File: config.mk
export PLATFORM = sky130hd
export DESIGN_NAME = apb_completer_flat
export DESIGN_NICKNAME = d
export VERILOG_FILES = /design/src/rtl/apb_pkg.sv /design/src/rtl/apb_completer_if.sv /design/src/rtl/apb_regfile.sv /design/src/rtl/apb_completer.sv /design/src/flat_wrapper.sv
export SDC_FILE = /design/constraint.sdc
export NUM_CORES = 1
export LEC_CHECK = 0
export BUFFER_PORTS_ARGS = -buffer_cell sky130_fd_sc_hd__buf_2
export CORE_MARGIN = 3
export CORE_UTILIZATION = 35
export DETAILED_ROUTE_END_ITERATION = 8
export GPL_TIMING_DRIVEN = 0
export SYNTH_ARGS = -nofsm -noshare
export SYNTH_HDL_FRONTEND = slang
export SYNTH_SLANG_ARGS = --single-unit
File: constraint.sdc
create_clock -name i_PCLK -period 2.4 [get_ports i_PCLK]
set_input_delay 0.36 -clock i_PCLK [delete_from_list [all_inputs] [get_ports i_PCLK]]
set_output_delay 0.36 -clock i_PCLK [all_outputs]
set_load 0.05 [all_outputs]
File: src/rtl/apb_pkg.sv
// rtl/apb_pkg.sv - shared types, limits and helpers for the APB completer
package apb_pkg;

  localparam int APB_WAIT_MAX = 15;

  typedef enum logic [0:0] {
    IDLE   = 1'b0,
    ACCESS = 1'b1
  } apb_state_t;

  function automatic int lane_bits(input int data_width);
    return $clog2(data_width / 8);
  endfunction

endpackage

File: src/rtl/apb_completer_if.sv
// rtl/apb_completer_if.sv - APB bus bundle between controller and completer
// i_PSTRB exists only when APB_STRB_EN is defined.
interface apb_completer_if #(
  parameter int ADDR_WIDTH = 8,
  parameter int DATA_WIDTH = 32
);

  logic                    i_PSEL;
  logic                    i_PENABLE;
  logic                    i_PWRITE;
  logic [ADDR_WIDTH-1:0]   i_PADDR;
  logic [DATA_WIDTH-1:0]   i_PWDATA;
`ifdef APB_STRB_EN
  logic [DATA_WIDTH/8-1:0] i_PSTRB;
`endif
  logic [DATA_WIDTH-1:0]   o_PRDATA;
  logic                    o_PREADY;
  logic                    o_PSLVERR;

  modport master (
    output i_PSEL, i_PENABLE, i_PWRITE, i_PADDR, i_PWDATA,
`ifdef APB_STRB_EN
    output i_PSTRB,
`endif
    input  o_PRDATA, o_PREADY, o_PSLVERR
  );

  modport slave (
    input  i_PSEL, i_PENABLE, i_PWRITE, i_PADDR, i_PWDATA,
`ifdef APB_STRB_EN
    input  i_PSTRB,
`endif
    output o_PRDATA, o_PREADY, o_PSLVERR
  );

endinterface

File: src/rtl/apb_regfile.sv
// rtl/apb_regfile.sv - word register file with byte-enable write and async read
module apb_regfile
  import apb_pkg::*;
#(
  parameter int DATA_WIDTH = 32,
  parameter int DEPTH      = 16,
  parameter int IDX_W      = 4
) (
  input  logic                    clk_i,
  input  logic                    rst_ni,
  input  logic                    we_i,
  input  logic [IDX_W-1:0]        widx_i,
  input  logic [DATA_WIDTH-1:0]   wdata_i,
  input  logic [DATA_WIDTH/8-1:0] wstrb_i,
  input  logic [IDX_W-1:0]        ridx_i,
  output logic [DATA_WIDTH-1:0]   rdata_o
);

  localparam int LANES = DATA_WIDTH / 8;

  logic [DATA_WIDTH-1:0] mem_q [DEPTH];

  always_ff @(posedge clk_i or negedge rst_ni) begin
    if (!rst_ni) begin
      for (int i = 0; i < DEPTH; i++) begin
        mem_q[i] <= '0;
      end
    end else if (we_i) begin
      for (int b = 0; b < LANES; b++) begin
        if (wstrb_i[b]) begin
          mem_q[widx_i][b*8 +: 8] <= wdata_i[b*8 +: 8];
        end
      end
    end
  end

  assign rdata_o = mem_q[ridx_i];

endmodule

File: src/rtl/apb_completer.sv
// rtl/apb_completer.sv - APB completer: FSM, wait counter, error check, registered outputs
// APB_STRB_EN enables byte strobes; otherwise every write updates the whole word.
module apb_completer
  import apb_pkg::*;
#(
  parameter int ADDR_WIDTH  = 8,
  parameter int DATA_WIDTH  = 32,
  parameter int DEPTH       = 16,
  parameter int WAIT_STATES = 0
) (
  input  logic            i_PCLK,
  input  logic            i_PRESETn,
  apb_completer_if.slave  bus
);

  localparam int LANES = DATA_WIDTH / 8;
  localparam int LB    = lane_bits(DATA_WIDTH);
  localparam int IDX_W = (DEPTH > 1) ? $clog2(DEPTH) : 1;
  localparam logic [3:0] WAIT_LD =
      4'((WAIT_STATES > APB_WAIT_MAX) ? APB_WAIT_MAX : WAIT_STATES);
  localparam logic [ADDR_WIDTH-1:0] LANE_MASK = ADDR_WIDTH'(LANES - 1);
  localparam logic [0:0] S_IDLE   = IDLE;
  localparam logic [0:0] S_ACCESS = ACCESS;

  function automatic logic addr_err(input logic [ADDR_WIDTH-1:0] a);
    return ((a & LANE_MASK) != '0) || ((a >> LB) >= ADDR_WIDTH'(DEPTH));
  endfunction

  logic [0:0]            state_q, state_d;
  logic [3:0]            cnt_q, cnt_d;
  logic                  wr_q, wr_d;
  logic                  err_q, err_d;
  logic [IDX_W-1:0]      idx_q, idx_d;
  logic [DATA_WIDTH-1:0] wdata_q, wdata_d;
  logic [LANES-1:0]      strb_q, strb_d;
  logic                  pready_q, pready_d;
  logic                  pslverr_q, pslverr_d;
  logic [DATA_WIDTH-1:0] prdata_q, prdata_d;

  logic                  setup, complete, err_in, wr_src, err_src;
  logic [IDX_W-1:0]      idx_in, ridx;
  logic [LANES-1:0]      strb_in;
  logic [DATA_WIDTH-1:0] rd_data;

`ifdef APB_STRB_EN
  assign strb_in = bus.i_PSTRB;
`else
  assign strb_in = '1;
`endif

  assign setup  = (state_q == S_IDLE) && bus.i_PSEL && !bus.i_PENABLE;
  assign err_in = addr_err(bus.i_PADDR);
  assign idx_in = bus.i_PADDR[LB +: IDX_W];
  // With zero wait states completion happens on the setup edge, before the latches load.
  assign ridx    = setup ? idx_in : idx_q;
  assign wr_src  = setup ? bus.i_PWRITE : wr_q;
  assign err_src = setup ? err_in : err_q;

  always_comb begin
    state_d  = state_q;
    cnt_d    = cnt_q;
    wr_d     = wr_q;
    err_d    = err_q;
    idx_d    = idx_q;
    wdata_d  = wdata_q;
    strb_d   = strb_q;
    complete = 1'b0;
    if (state_q == S_IDLE) begin
      if (setup) begin
        state_d  = S_ACCESS;
        cnt_d    = WAIT_LD;
        wr_d     = bus.i_PWRITE;
        err_d    = err_in;
        idx_d    = idx_in;
        wdata_d  = bus.i_PWDATA;
        strb_d   = strb_in;
        complete = (WAIT_LD == 4'd0);
      end
    end else if (pready_q) begin
      state_d = S_IDLE;
    end else if (!bus.i_PSEL || !bus.i_PENABLE) begin
      state_d = S_IDLE;
      cnt_d   = '0;
    end else if (cnt_q <= 4'd1) begin
      cnt_d    = '0;
      complete = 1'b1;
    end else begin
      cnt_d = cnt_q - 4'd1;
    end
    pready_d  = complete;
    pslverr_d = complete && err_src;
    prdata_d  = (complete && !wr_src && !err_src) ? rd_data : '0;
  end

  always_ff @(posedge i_PCLK or negedge i_PRESETn) begin
    if (!i_PRESETn) begin
      state_q   <= S_IDLE;
      cnt_q     <= '0;
      wr_q      <= 1'b0;
      err_q     <= 1'b0;
      idx_q     <= '0;
      wdata_q   <= '0;
      strb_q    <= '0;
      pready_q  <= 1'b0;
      pslverr_q <= 1'b0;
      prdata_q  <= '0;
    end else begin
      state_q   <= state_d;
      cnt_q     <= cnt_d;
      wr_q      <= wr_d;
      err_q     <= err_d;
      idx_q     <= idx_d;
      wdata_q   <= wdata_d;
      strb_q    <= strb_d;
      pready_q  <= pready_d;
      pslverr_q <= pslverr_d;
      prdata_q  <= prdata_d;
    end
  end

  // Commit lands on the edge that closes the PREADY cycle.
  apb_regfile #(
    .DATA_WIDTH (DATA_WIDTH),
    .DEPTH      (DEPTH),
    .IDX_W      (IDX_W)
  ) u_regfile (
    .clk_i   (i_PCLK),
    .rst_ni  (i_PRESETn),
    .we_i    (pready_q && wr_q && !err_q),
    .widx_i  (idx_q),
    .wdata_i (wdata_q),
    .wstrb_i (strb_q),
    .ridx_i  (ridx),
    .rdata_o (rd_data)
  );

  assign bus.o_PREADY  = pready_q;
  assign bus.o_PSLVERR = pslverr_q;
  assign bus.o_PRDATA  = prdata_q;

endmodule

File: src/flat_wrapper.sv
// flat-port wrapper written by rule: the top's interface ports become plain ports
module apb_completer_flat import apb_pkg::*;
#(
  parameter int ADDR_WIDTH  = 8,
  parameter int DATA_WIDTH  = 32,
  parameter int DEPTH       = 16,
  parameter int WAIT_STATES = 0
)
  (i_PCLK, i_PRESETn, bus_i_PSEL, bus_i_PENABLE, bus_i_PWRITE, bus_i_PADDR, bus_i_PWDATA, bus_o_PRDATA, bus_o_PREADY, bus_o_PSLVERR);
  apb_completer_if #(.ADDR_WIDTH(ADDR_WIDTH), .DATA_WIDTH(DATA_WIDTH)) bus_i ();
  input  logic i_PCLK;
  input  logic i_PRESETn;
  input wire logic [$bits(bus_i.i_PSEL)-1:0] bus_i_PSEL;
  input wire logic [$bits(bus_i.i_PENABLE)-1:0] bus_i_PENABLE;
  input wire logic [$bits(bus_i.i_PWRITE)-1:0] bus_i_PWRITE;
  input wire logic [$bits(bus_i.i_PADDR)-1:0] bus_i_PADDR;
  input wire logic [$bits(bus_i.i_PWDATA)-1:0] bus_i_PWDATA;
  output wire logic [$bits(bus_i.o_PRDATA)-1:0] bus_o_PRDATA;
  output wire logic [$bits(bus_i.o_PREADY)-1:0] bus_o_PREADY;
  output wire logic [$bits(bus_i.o_PSLVERR)-1:0] bus_o_PSLVERR;
  assign bus_i.i_PSEL = bus_i_PSEL;
  assign bus_i.i_PENABLE = bus_i_PENABLE;
  assign bus_i.i_PWRITE = bus_i_PWRITE;
  assign bus_i.i_PADDR = bus_i_PADDR;
  assign bus_i.i_PWDATA = bus_i_PWDATA;
  assign bus_o_PRDATA = bus_i.o_PRDATA;
  assign bus_o_PREADY = bus_i.o_PREADY;
  assign bus_o_PSLVERR = bus_i.o_PSLVERR;
  apb_completer #(.ADDR_WIDTH(ADDR_WIDTH), .DATA_WIDTH(DATA_WIDTH), .DEPTH(DEPTH), .WAIT_STATES(WAIT_STATES)) u_core (.i_PCLK(i_PCLK), .i_PRESETn(i_PRESETn), .bus(bus_i));
endmodule
-- Word-level counts from Yosys, hierarchy flattened
Cells that the tools add are included.
- bits in registers: 590
- input port bits: 45
- output and inout bits: 34
- word-level logic and storage cells: 94
- add/sub/neg operators: 1
- magnitude comparators: 5
- equality and inequality tests: 1
- mux-type cells: 39
- bitwise operators: 3
- reduce and logical (&&, ||, !) cells: 19
- operators with widths (cell ; count):
    $mux 512 ; 7
    $bwmux 512 ; 4
    $demux 32 s4 ; 4
    $bmux 32 s4 ; 1
    $mux 32 ; 4
    $mux 24 ; 1
    $mux 4 ; 6
    $mux 16 ; 1
    $ge 5x5->1 const B ; 2
    $mux 1 ; 10
    $not 4->5 ; 2
    $logic_and 1x1->1 ; 8
    $mux 8 ; 1
    $reduce_bool 8->1 ; 1
    $ge 6x5->1 const B ; 1
    $logic_not 1->1 ; 5
    $lt 5x1->1 const B ; 1
    $le 4x1->1 const B ; 1
    $reduce_and 2->1 ; 2
    $sub 4x1->4 const B ; 1
    $logic_or 1x1->1 ; 2
    $ne 2x2->1 const B ; 1
    $reduce_bool 2->1 ; 1
    $not 1->1 ; 1

-- Longest topological paths before layout
Gate-level depths: netlist (run 1).
- depth in word-level cells: 16
- gate-level depth with buffers: 11

-- Hierarchy
A second synthesis (run 1) with hierarchy kept.
- cell total of the unflattened synthesis: 1744
- area total of the unflattened synthesis: 26268.9 um^2
- modules (own cells, without submodules) (module ; times used ; cells an instance ; area each (um^2) ; seq. area each (um^2)):
    apb_regfile ; 1 ; 1430 ; 23029.6 ; 12812.3
    apb_completer ; 1 ; 314 ; 3239.4 ; 1951.9

-- Worst setup path before layout (run 1)
No wires, ideal clock.
- path kind: register -> register
- start point: register u_core.pready_q (netlist: u_core.bus.o_PREADY)
- end point: register u_core.u_regfile.mem_q[481] in the netlist's numbering
- setup time: 0.125 ns
- data arrival time: 2.198 ns
- data required time: 2.275 ns
- slack: 0.078 ns
- stages on the path, launching flop included: 6
- clock period less this slack: 2.322 ns
- cells stage by stage: dfrtp_1 -> nand4b_1 -> or3_1 -> nor3_1 -> buf_2 -> mux2_2
- word-level cells in the longest chain between the ends: 2
- ends and longest elaborated chain (what ; RTL line ; source):
    from (decl) ; apb_completer.sv:36 ; logic pready_q, pready_d;
    from (signal assigned) ; apb_completer.sv:115 ; pready_q <= pready_d;
    $logic_and 1x1->1 (2 in series) ; apb_completer.sv:129 ; .we_i (pready_q && wr_q && !err_q),
    to (signal, indexed assignment) ; apb_regfile.sv:31 ; mem_q[widx_i][b*8 +: 8] <= wdata_i[b*8 +: 8];
    to (decl) ; apb_regfile.sv:21 ; logic [DATA_WIDTH-1:0] mem_q [DEPTH];
Every way passes these cells.
A chain may end at the register's enable or synchronous reset.

-- Worst setup path in the final report (run 1)
- start point: register u_core.state_q
- end point: register u_core.prdata_q[10] (netlist: u_core.bus.o_PRDATA[10])
- word-level cells in the longest chain between the ends: 9
- elaborated cells between the ends (all ways): 17
- ends and longest elaborated chain (what ; RTL line ; source):
    from (decl) ; apb_completer.sv:29 ; logic [0:0] state_q, state_d;
    from (signal assigned) ; apb_completer.sv:108 ; state_q <= state_d;
    $not 1->1 (no source line) ; - ;
    $logic_and 1x1->1 (2 in series) ; apb_completer.sv:51 ; assign setup = (state_q == S_IDLE) && bus.i_PSEL && !bus.i_PENABLE;
    $mux 4 ; - ;
    $not 4->5 (implied by the code) ; apb_regfile.sv:37 ; assign rdata_o = mem_q[ridx_i];
    $bmux 32 s4 ; apb_regfile.sv:37 ;
    $mux 32 (implied by the code) (2 in series) ; apb_regfile.sv:37 ;
    $mux 32 * ; apb_completer.sv:92 ; prdata_d = (complete && !wr_src && !err_src) ? rd_data : '0;
    net u_core.prdata_d[10] ; apb_completer.sv:38 ; logic [DATA_WIDTH-1:0] prdata_q, prdata_d;
    to (signal assigned) ; apb_completer.sv:117 ; prdata_q <= prdata_d;
    to (decl) ; apb_completer.sv:38 ;
Mark *: on every way through the listed nets, which the timed path passes. The rest lies on a longest branch. The select of a mux whose other input is x is not followed.

==> metrics.md, run 1 <==
| Metric | Value |
|---|---|
| Clock Path Buffers | `3` |
| Nets@finish | `2524` |
| Multiplexer area fraction after synthesis | `about a quarter` |
| Fin util | `between 40 and 50%` |
| Pwr/cell area | `approximately 760 nW/um^2` |
| WP data required | `around 2900 ps` |
| IO Port Bufs | `slightly below 80` |
| Vias per cell | `~5.6` |
| Initial DRT Pass Iterations | `6` |
| Failing checks | `negative setup slack` |
| Net Count, Synth | `between 2000 and 2500` |
| Critical Path AT | `~3000 ps` |
| Routability cong. | `around 0.90` |
| Area grow syn2layout | `24.7%` |
| Final Non-Filler Cells | `3485` |
| Combinational family with the most area after synthesis | `multiplexers` |
| Post-Synth Simple-Gate Area | `between 10% and 20%` |
| Placed instance count | `3295` |
| Avg WL per Cell | `approximately 26 um` |
| Hold Vio Cnt, Final | `0` |
| Die area | `a little under 80000 um^2` |
| Synth Area in XOR/XNOR | `0%` |
| Vias in the first global route | `between 15000 and 20000` |
| Hold_sp | `bus_i_PWDATA[5]` |
| IO Count | `between 70 and 80` |
| Slew Viols, Final | `0` |
| Dpl hpwl | `around 57000 um` |
| Actual slew at the worst max-slew pin | `838 ps` |
| Final Skew | `29.4 ps` |
| Max Cap Violations | `0` |
| Post-Syn Instances | `approximately 2300` |
| Antenna Nets Post-Route | `0` |
| Synth Warn # | `0` |
| Gr ovfl total | `0` |
| Top post-synthesis cells by area | `dfrtp_1 56%, mux2_2 22%, nand2_1 7.8%` |
| Crit path kind | `reg -> reg` |
| Clock latency on the worst-skew pair | `approximately 620 ps` |
| Die Y | `between 200 and 300 um` |
| Status | `complete, but fails checks` |
| Max VDD drop | `0.405 mV` |
| DP Area | `about 28000 um^2` |
| Row cnt | `between 90 and 100` |
| Cell variety after synth | `41` |
| Fin area | `about 33000 um^2` |
| Final setup vio count | `33` |
| Seq/Total Area, Yosys | `approximately 56%` |
| Num CTS Buffers | `68` |
| Post-synthesis compound-gate area fraction | `under 10%` |
| Initial Util | `between 30% and 40%` |
| Die width | `about 280 um` |
| Drt drc | `0` |
| Clk root buf | `clkbuf_16` |
| Synth area leader | `dfrtp_1` |
| Critical path origin | `u_core.state_q` |
| CP Capture Type | `register` |
| Reg clk slew, reported paths | `60 ps` |
| Drt total wl | `89600 um` |
| Setup repair after global routing missed its margin | `yes` |
| Via count | `approximately 19000` |
| Hold Path Class | `in -> reg` |
| Mean post-synth cell area | `11.7 um^2` |
| Layout cell share with drive strength beyond 1 | `around two fifths` |
| Worst Path Max Fanout | `10` |
| Initial DRC count | `1841` |
| Max frequency | `slightly below 400 MHz` |
| Period utilization | `107%` |
| Relative slew slack | `between 40 and 50%` |
| Initial antenna violation count | `1` |
| R2R cell count | `12` |
| Hold Crit Depth | `3` |
| Critical register-to-register path startpoint | `u_core.state_q` |
| Synth Area in Adders | `0.0950%` |
| CP startpoint kind | `register` |
| Commonest non-fill, non-tap cell in the layout | `dfrtp_1` |
| First-pass GRT wire length | `between 100000 and 150000 um` |
| Cell Area, Synth | `26300 um^2` |
| Total core area | `73700 um^2` |
| Most frequent cells in the layout | `589 x dfrtp_1, 544 x nand2_1, 510 x mux2_2` |
| Top FF cell, synth | `dfrtp_1` |
| CTS tree | `built` |
| Final worst slack | `-162 ps` |
| Synth Register Bits | `a little under 600` |
| Clk sink count | `590` |
| H-tree levels | `3` |
| Crit path time final | `around 2600 ps` |
| Asr flop ratio synth | `100%` |
| LEAKAGE | `~16 nW` |
| EDFF count, synth | `0` |
| Pin count of the biggest net entering global routing | `about 120` |
| Global Route Usage Sum | `22.3%` |
| Post-synth top area share | `56.1%` |
area by class of cell:
| cell class | instances | area [um^2] |
|---|---|---|
| clock inverter | 19 | 230 |
| buffer | 176 | 1610 |
| timing repair buffer | 157 | 1370 |
| tap | 959 | 1200 |
| fill | 6623 | 40900 |
| inverter | 8 | 33.8 |
| clock buffer | 99 | 2000 |
| antenna | 1 | 2.50 |
| multi-input combinational | 1476 | 11600 |
| sequential | 590 | 14800 |
per-layer routing:
layer  routed length, um  global-route usage (%)  vias to the layer above
met2               41700                    35.3                      843
met3                6990                    4.95                      221
met4                4060                    10.7                        0
met5                   0                       0                        -
met1               36900                    29.2                    10000
li1                    -                       -                     8250
cells by family (layout without fill, tap and decap cells):
group | after synthesis | in the layout
compound gates | 200 | 200
simple gates | 659 | 659
flops | 590 | 590
fa+ha+maj | 2 | 2
mux | 615 | 615
buf+inv | 186 | 459
other cells | 0 | 1
worst max-delay path, stage by stage (launching register included):
cell and delay, ps:
dfrtp_2 420, nor3b_4 180, buf_6 140, buf_12 110
mux2i_4 270, inv_4 90, buf_8 160, buf_12 160
buf_12 160, mux2i_1 140, mux2i_1 140, a32oi_2 250
o221ai_4 160
metrics by stage:
stage	TNS (ps)	total power [mW]	worst slack (ps)	hold WS (ps)
6_report	-2330	24.9	-162	23.3
5_1_grt	-3900	25.7	-167	38.3
4_1_cts	-2220	24.7	-134	12.0
3_5_place_dp	-176740	13.7	-1310	140
3_3_place_gp	-6614000	13.6	-11030	457
2_1_floorplan	0	12.1	77.6	64.4
where the power goes:
| group | leakage, nW | switching (mW) | internal [mW] |
|---|---|---|---|
| clock | 1.10 | 4.19 | 6.30 |
| sequential | 8.16 | 0.355 | 10.3 |
| combinational | 6.76 | 2.56 | 1.28 |
| total | 16.0 | 7.11 | 17.8 |
flip-flops by register name, indices dropped and copies added (netlist names):
name and flops:
u_core.u_regfile.mem_q 512, u_core.bus.o_PRDATA 32, u_core.wdata_q 32, u_core.cnt_q 4, u_core.idx_q 4, u_core.bus.o_PREADY 1, u_core.bus.o_PSLVERR 1, u_core.err_q 1
u_core.state_q 1, u_core.strb_q 1, u_core.wr_q 1
synthesized netlist by cell type, types with 2 or more instances:
library cell	instances
buf_4	4
and3_1	5
dfrtp_1	590
or3_1	2
nor2_1	18
buf_1	21
a21oi_1	123
inv_1	5
a32oi_1	31
a31oi_1	2
nor3_1	4
buf_2	52
nand2b_1	8
or4_1	3
ha_1	2
nand3_1	65
nor4_2	2
mux2_2	510
mux2_1	3
inv_2	3
clkbuf_1	100
mux4_2	2
mux2i_2	2
nand2_1	545
o21ai_0	7
and2_1	2
mux2i_1	98
o221ai_1	30
what timing repair did:
action,CTS,global route
endpoints found under the hold margin,146,0
pin swaps,7,14
endpoints found under the setup margin,489,294
resized for setup,335,114
hold buffers,32,0
gates cloned,2,4
setup buffers,15,20
path summary, 6_finish.rpt:
check,to,slack [ps]
worst min-delay path,u_core.wdata_q[5],20
min in group asynchronous,u_core.bus.o_PRDATA[3],120
worst max-delay path,u_core.bus.o_PRDATA[10],-160
worst max register to register,u_core.bus.o_PRDATA[10],-160
worst min register to register,u_core.strb_q[0],490
max in group asynchronous,u_core.u_regfile.mem_q[316],510
Power figures use the tool's default switching activity.
==> run 2: changes to the inputs <==
- ABC_AREA: not set -> 1
- CORE_MARGIN: 3 -> 4
==> run 2 against run 1 <==
  * Final cell count increased by 24%
  * Clock power barely moved
  * Clock skew increased by 6.2 ps
  * The flow still finishes with violations (negative setup slack)
  * Via count increased by 29%
==> metrics.md, run 2 <==
| Metric | Value |
|---|---|
| Die width | `280 um (about the same)` |
| Clock Path Buffers | `3 (unchanged)` |
| Initial DRT Pass Iterations | `6 (unchanged)` |
| Cell with the most instances after synthesis | `nand2_1 (was dfrtp_1)` |
| Synth Register Bits | `590 (unchanged)` |
| Slew Viols, Final | `0 (unchanged)` |
| Fin util | `41.8% (was 44.5%)` |
| Final Non-Filler Cells | `4336 (was 3485)` |
| Clock latency on the worst-skew pair | `630 ps (was 620 ps)` |
| WP data required | `2870 ps (was 2850 ps)` |
| Setup repair after global routing missed its margin | `yes (unchanged)` |
| IO Port Bufs | `78 (unchanged)` |
| Reg clk slew, reported paths | `60 ps (about the same)` |
| Pin count of the biggest net entering global routing | `116 (was 121)` |
| Actual slew at the worst max-slew pin | `1010 ps (was 838 ps)` |
| Initial antenna violation count | `2 (was 1)` |
| First-pass GRT wire length | `167000 um (was 129000 um)` |
| Die area | `78300 um^2 (was 78600 um^2)` |
| Pwr/cell area | `974 nW/um^2 (was 760 nW/um^2)` |
| LEAKAGE | `14.1 nW (was 16.0 nW)` |
| CP Capture Type | `register (unchanged)` |
| Via count | `24900 (was 19300)` |
| Global Route Usage Sum | `29.8% (was 22.3%)` |
| Hold Vio Cnt, Final | `0 (unchanged)` |
| Setup WS pre-CTS | `-614 ps (was -1310 ps)` |
| Post-synth top area share | `57.1% (was 56.1%)` |
| Synth area leader | `dfrtp_1 (unchanged)` |
| Worst-path cell chain | `inv_2 -> nand4_1 -> nand2_2 -> buf_4 -> buf_2 -> nand2_1 -> nand3_1 -> nand3_1 -> nand2_1 -> nor2_1 -> nor2_1 (was nor3b_4 -> buf_6 -> buf_12 -> mux2i_4 -> inv_4 -> buf_8 -> buf_12 -> buf_12 -> mux2i_1 -> mux2i_1 -> a32oi_2 -> o221ai_4)` |
| Asr flop ratio synth | `100% (unchanged)` |
| Most flops, register | `u_core.u_regfile.mem_q (unchanged)` |
| Max Cap Violations | `0 (unchanged)` |
| Gr ovfl total | `0 (unchanged)` |
| Most frequent cells in the layout | `1114 x nand2_1, 590 x dfrtp_1, 504 x o21ai_0 (was 589 x dfrtp_1, 544 x nand2_1, 510 x mux2_2)` |
| Die Y | `280 um (about the same)` |
| Failing checks | `negative setup slack (unchanged)` |
| IO Count | `79 (unchanged)` |
| Final worst slack | `-88.7 ps (was -162 ps)` |
| Layout cell share with drive strength beyond 1 | `11.7% (was 38.8%)` |
| Critical-path top delay cell | `dfrtp_1 (was dfrtp_2)` |
| Vias in the first global route | `23400 (was 19400)` |
| Synth Warn # | `0 (unchanged)` |
| Post-Syn Instances | `3136 (was 2252)` |
| Crit path time final | `2490 ps (was 2560 ps)` |
| Power Total | `29.8 mW (was 24.9 mW)` |
| Clk sink count | `590 (unchanged)` |
| H-tree levels | `3 (unchanged)` |
| Cell variety after synth | `29 (was 41)` |
| Worst Path Max Fanout | `10 (unchanged)` |
| Drt drc | `0 (unchanged)` |
| Total core area | `73100 um^2 (was 73700 um^2)` |
| R2R cell count | `11 (was 12)` |
| Dpl hpwl | `74800 um (was 57000 um)` |
| Final setup vio count | `2 (was 33)` |
| Relative slew slack | `32.8% (was 44.1%)` |
| Worst path bufs/invs | `3 (was 6)` |
| Max frequency | `402 MHz (was 390 MHz)` |
| Initial Util | `35.4% (was 35.7%)` |
| CTS tree | `built (unchanged)` |
| Highest routing layer actually used | `met5 (was met4)` |
| Max VDD drop | `0.440 mV (was 0.405 mV)` |
| Net Count, Synth | `3183 (was 2299)` |
| Final Skew | `35.6 ps (was 29.4 ps)` |
| Hold Crit Depth | `3 (unchanged)` |
| Crit-path max cell delay | `380 ps (was 420 ps)` |
| Placed instance count | `4179 (was 3295)` |
| Avg WL per Cell | `27.4 um (was 25.7 um)` |
| Critical Path AT | `2960 ps (was 3020 ps)` |
| Setup_tns | `-96.0 ps (was -2330 ps)` |
| FILL cells | `7486 (was 6623)` |
| Hold Path Class | `in -> reg (unchanged)` |
| Commonest cells in the netlist | `1118 x nand2_1, 590 x dfrtp_1, 504 x o21ai_0, 364 x nand3_1, 142 x clkbuf_1 (was 590 x dfrtp_1, 545 x nand2_1, 510 x mux2_2, 123 x a21oi_1, 100 x clkbuf_1)` |
| Mean post-synth cell area | `8.24 um^2 (was 11.7 um^2)` |
| Status | `complete, but fails checks (unchanged)` |
| Clk root buf | `clkbuf_16 (unchanged)` |
| Met2 Wirelength | `49800 um (was 41700 um)` |
| Row cnt | `99 (unchanged)` |
| Antenna Nets Post-Route | `0 (unchanged)` |
| Area grow syn2layout | `18.2% (was 24.7%)` |
| Seq/Total Area, Yosys | `57.1% (was 56.1%)` |
| Drt total wl | `119000 um (was 89600 um)` |
| Met3 wire length | `16600 um (was 6990 um)` |
| Cell Area, Synth | `25800 um^2 (was 26300 um^2)` |
| Initial DRC count | `3813 (was 1841)` |
| Top delay family on crit path | `simple AND/OR/NAND/NOR gates (was buffers and inverters)` |
| Period utilization | `104% (was 107%)` |
| Nets@finish | `3371 (was 2524)` |
| CP startpoint kind | `register (unchanged)` |
| Top FF cell, synth | `dfrtp_1 (unchanged)` |
| Routability cong. | `0.975 (was 0.898)` |
| Commonest non-fill, non-tap cell in the layout | `nand2_1 (was dfrtp_1)` |
| WP depth | `11 (was 12)` |
| EDFF count, synth | `0 (unchanged)` |
| Num CTS Buffers | `66 (was 68)` |
| Crit path kind | `reg -> reg (unchanged)` |
| Met1 WL | `44000 um (was 36900 um)` |
| Number of flip-flops in the largest register | `512 (unchanged)` |
| Top post-synthesis cells by area | `dfrtp_1 57%, nand2_1 16%, o21ai_0 9.8% (was dfrtp_1 56%, mux2_2 22%, nand2_1 7.8%)` |
| Vias per cell | `5.74 (was 5.55)` |
run 2: layout make-up:
cell class | count | area [um^2] | share of cell area [%]
flip-flops and latches | 590 | 14800 | 48.3
multi-input cells | 2234 | 9820 | 32.1
clock buffers | 100 | 2000 | 6.55
plain buffers | 242 | 1340 | 4.39
well taps | 959 | 1200 | 3.93
repair buffers | 121 | 951 | 3.11
inverters | 69 | 260 | 0.852
clock inverters | 17 | 200 | 0.655
diodes | 4 | 10.0 | 0.0328
run 2: metal layers:
| layer | vias to the layer above | track usage [%] |
|---|---|---|
| li1 | 10600 | - |
| met2 | 1752 | 43.0 |
| met5 | - | 0.672 |
| met1 | 12100 | 37.9 |
| met3 | 444 | 10.9 |
| met4 | 8 | 18.4 |
run 2: kinds of logic after synthesis:
| family | synth area share, % |
|---|---|
| adders and majority gates | 0.0968 |
| buffers and inverters | 5.17 |
| DFF | 57.1 |
| and+or+nand+nor | 25.8 |
| AOI/OAI and AO/OA | 11.8 |
run 2: report_power, final:
group          leakage [nW]  switching [mW]  internal, mW
Clock                  1.09            4.41          6.10
Sequential             7.97           0.894          11.6
Combinational          5.09            4.87          1.91
run 2: worst paths after layout:
kind | slack, ps | to | from
max | -90 | u_core.bus.o_PRDATA[19] | u_core.state_q
min | 7 | u_core.wdata_q[0] | bus_i_PWDATA[0]
max reg2reg | -90 | u_core.bus.o_PRDATA[19] | u_core.state_q
min reg2reg | 480 | u_core.u_regfile.mem_q[374] | u_core.u_regfile.mem_q[374]
max in group asynchronous | 420 | u_core.bus.o_PRDATA[15] | i_PRESETn
min in group asynchronous | 350 | u_core.u_regfile.mem_q[127] | i_PRESETn
run 2: what timing repair did:
action	in CTS	in global routing
setup buffers	14	3
hold buffers	19	0
hold endpoints to repair	86	0
resized for setup	74	131
pin swaps	1	3
setup endpoints to repair	239	326
cloned	0	1
run 2: metrics by stage:
step	instance area [um^2]	hold WS, ps
final	30500	6.80
after global routing	30500	12.8
after CTS	30300	3.14
after detailed placement	27600	362
after global placement	27400	461
after floorplan	25800	64.4
run 2: tightest hold or removal path, stage by stage:
cell,delay [ps]
buf_2,90
nor2_1,40
a21oi_1,100
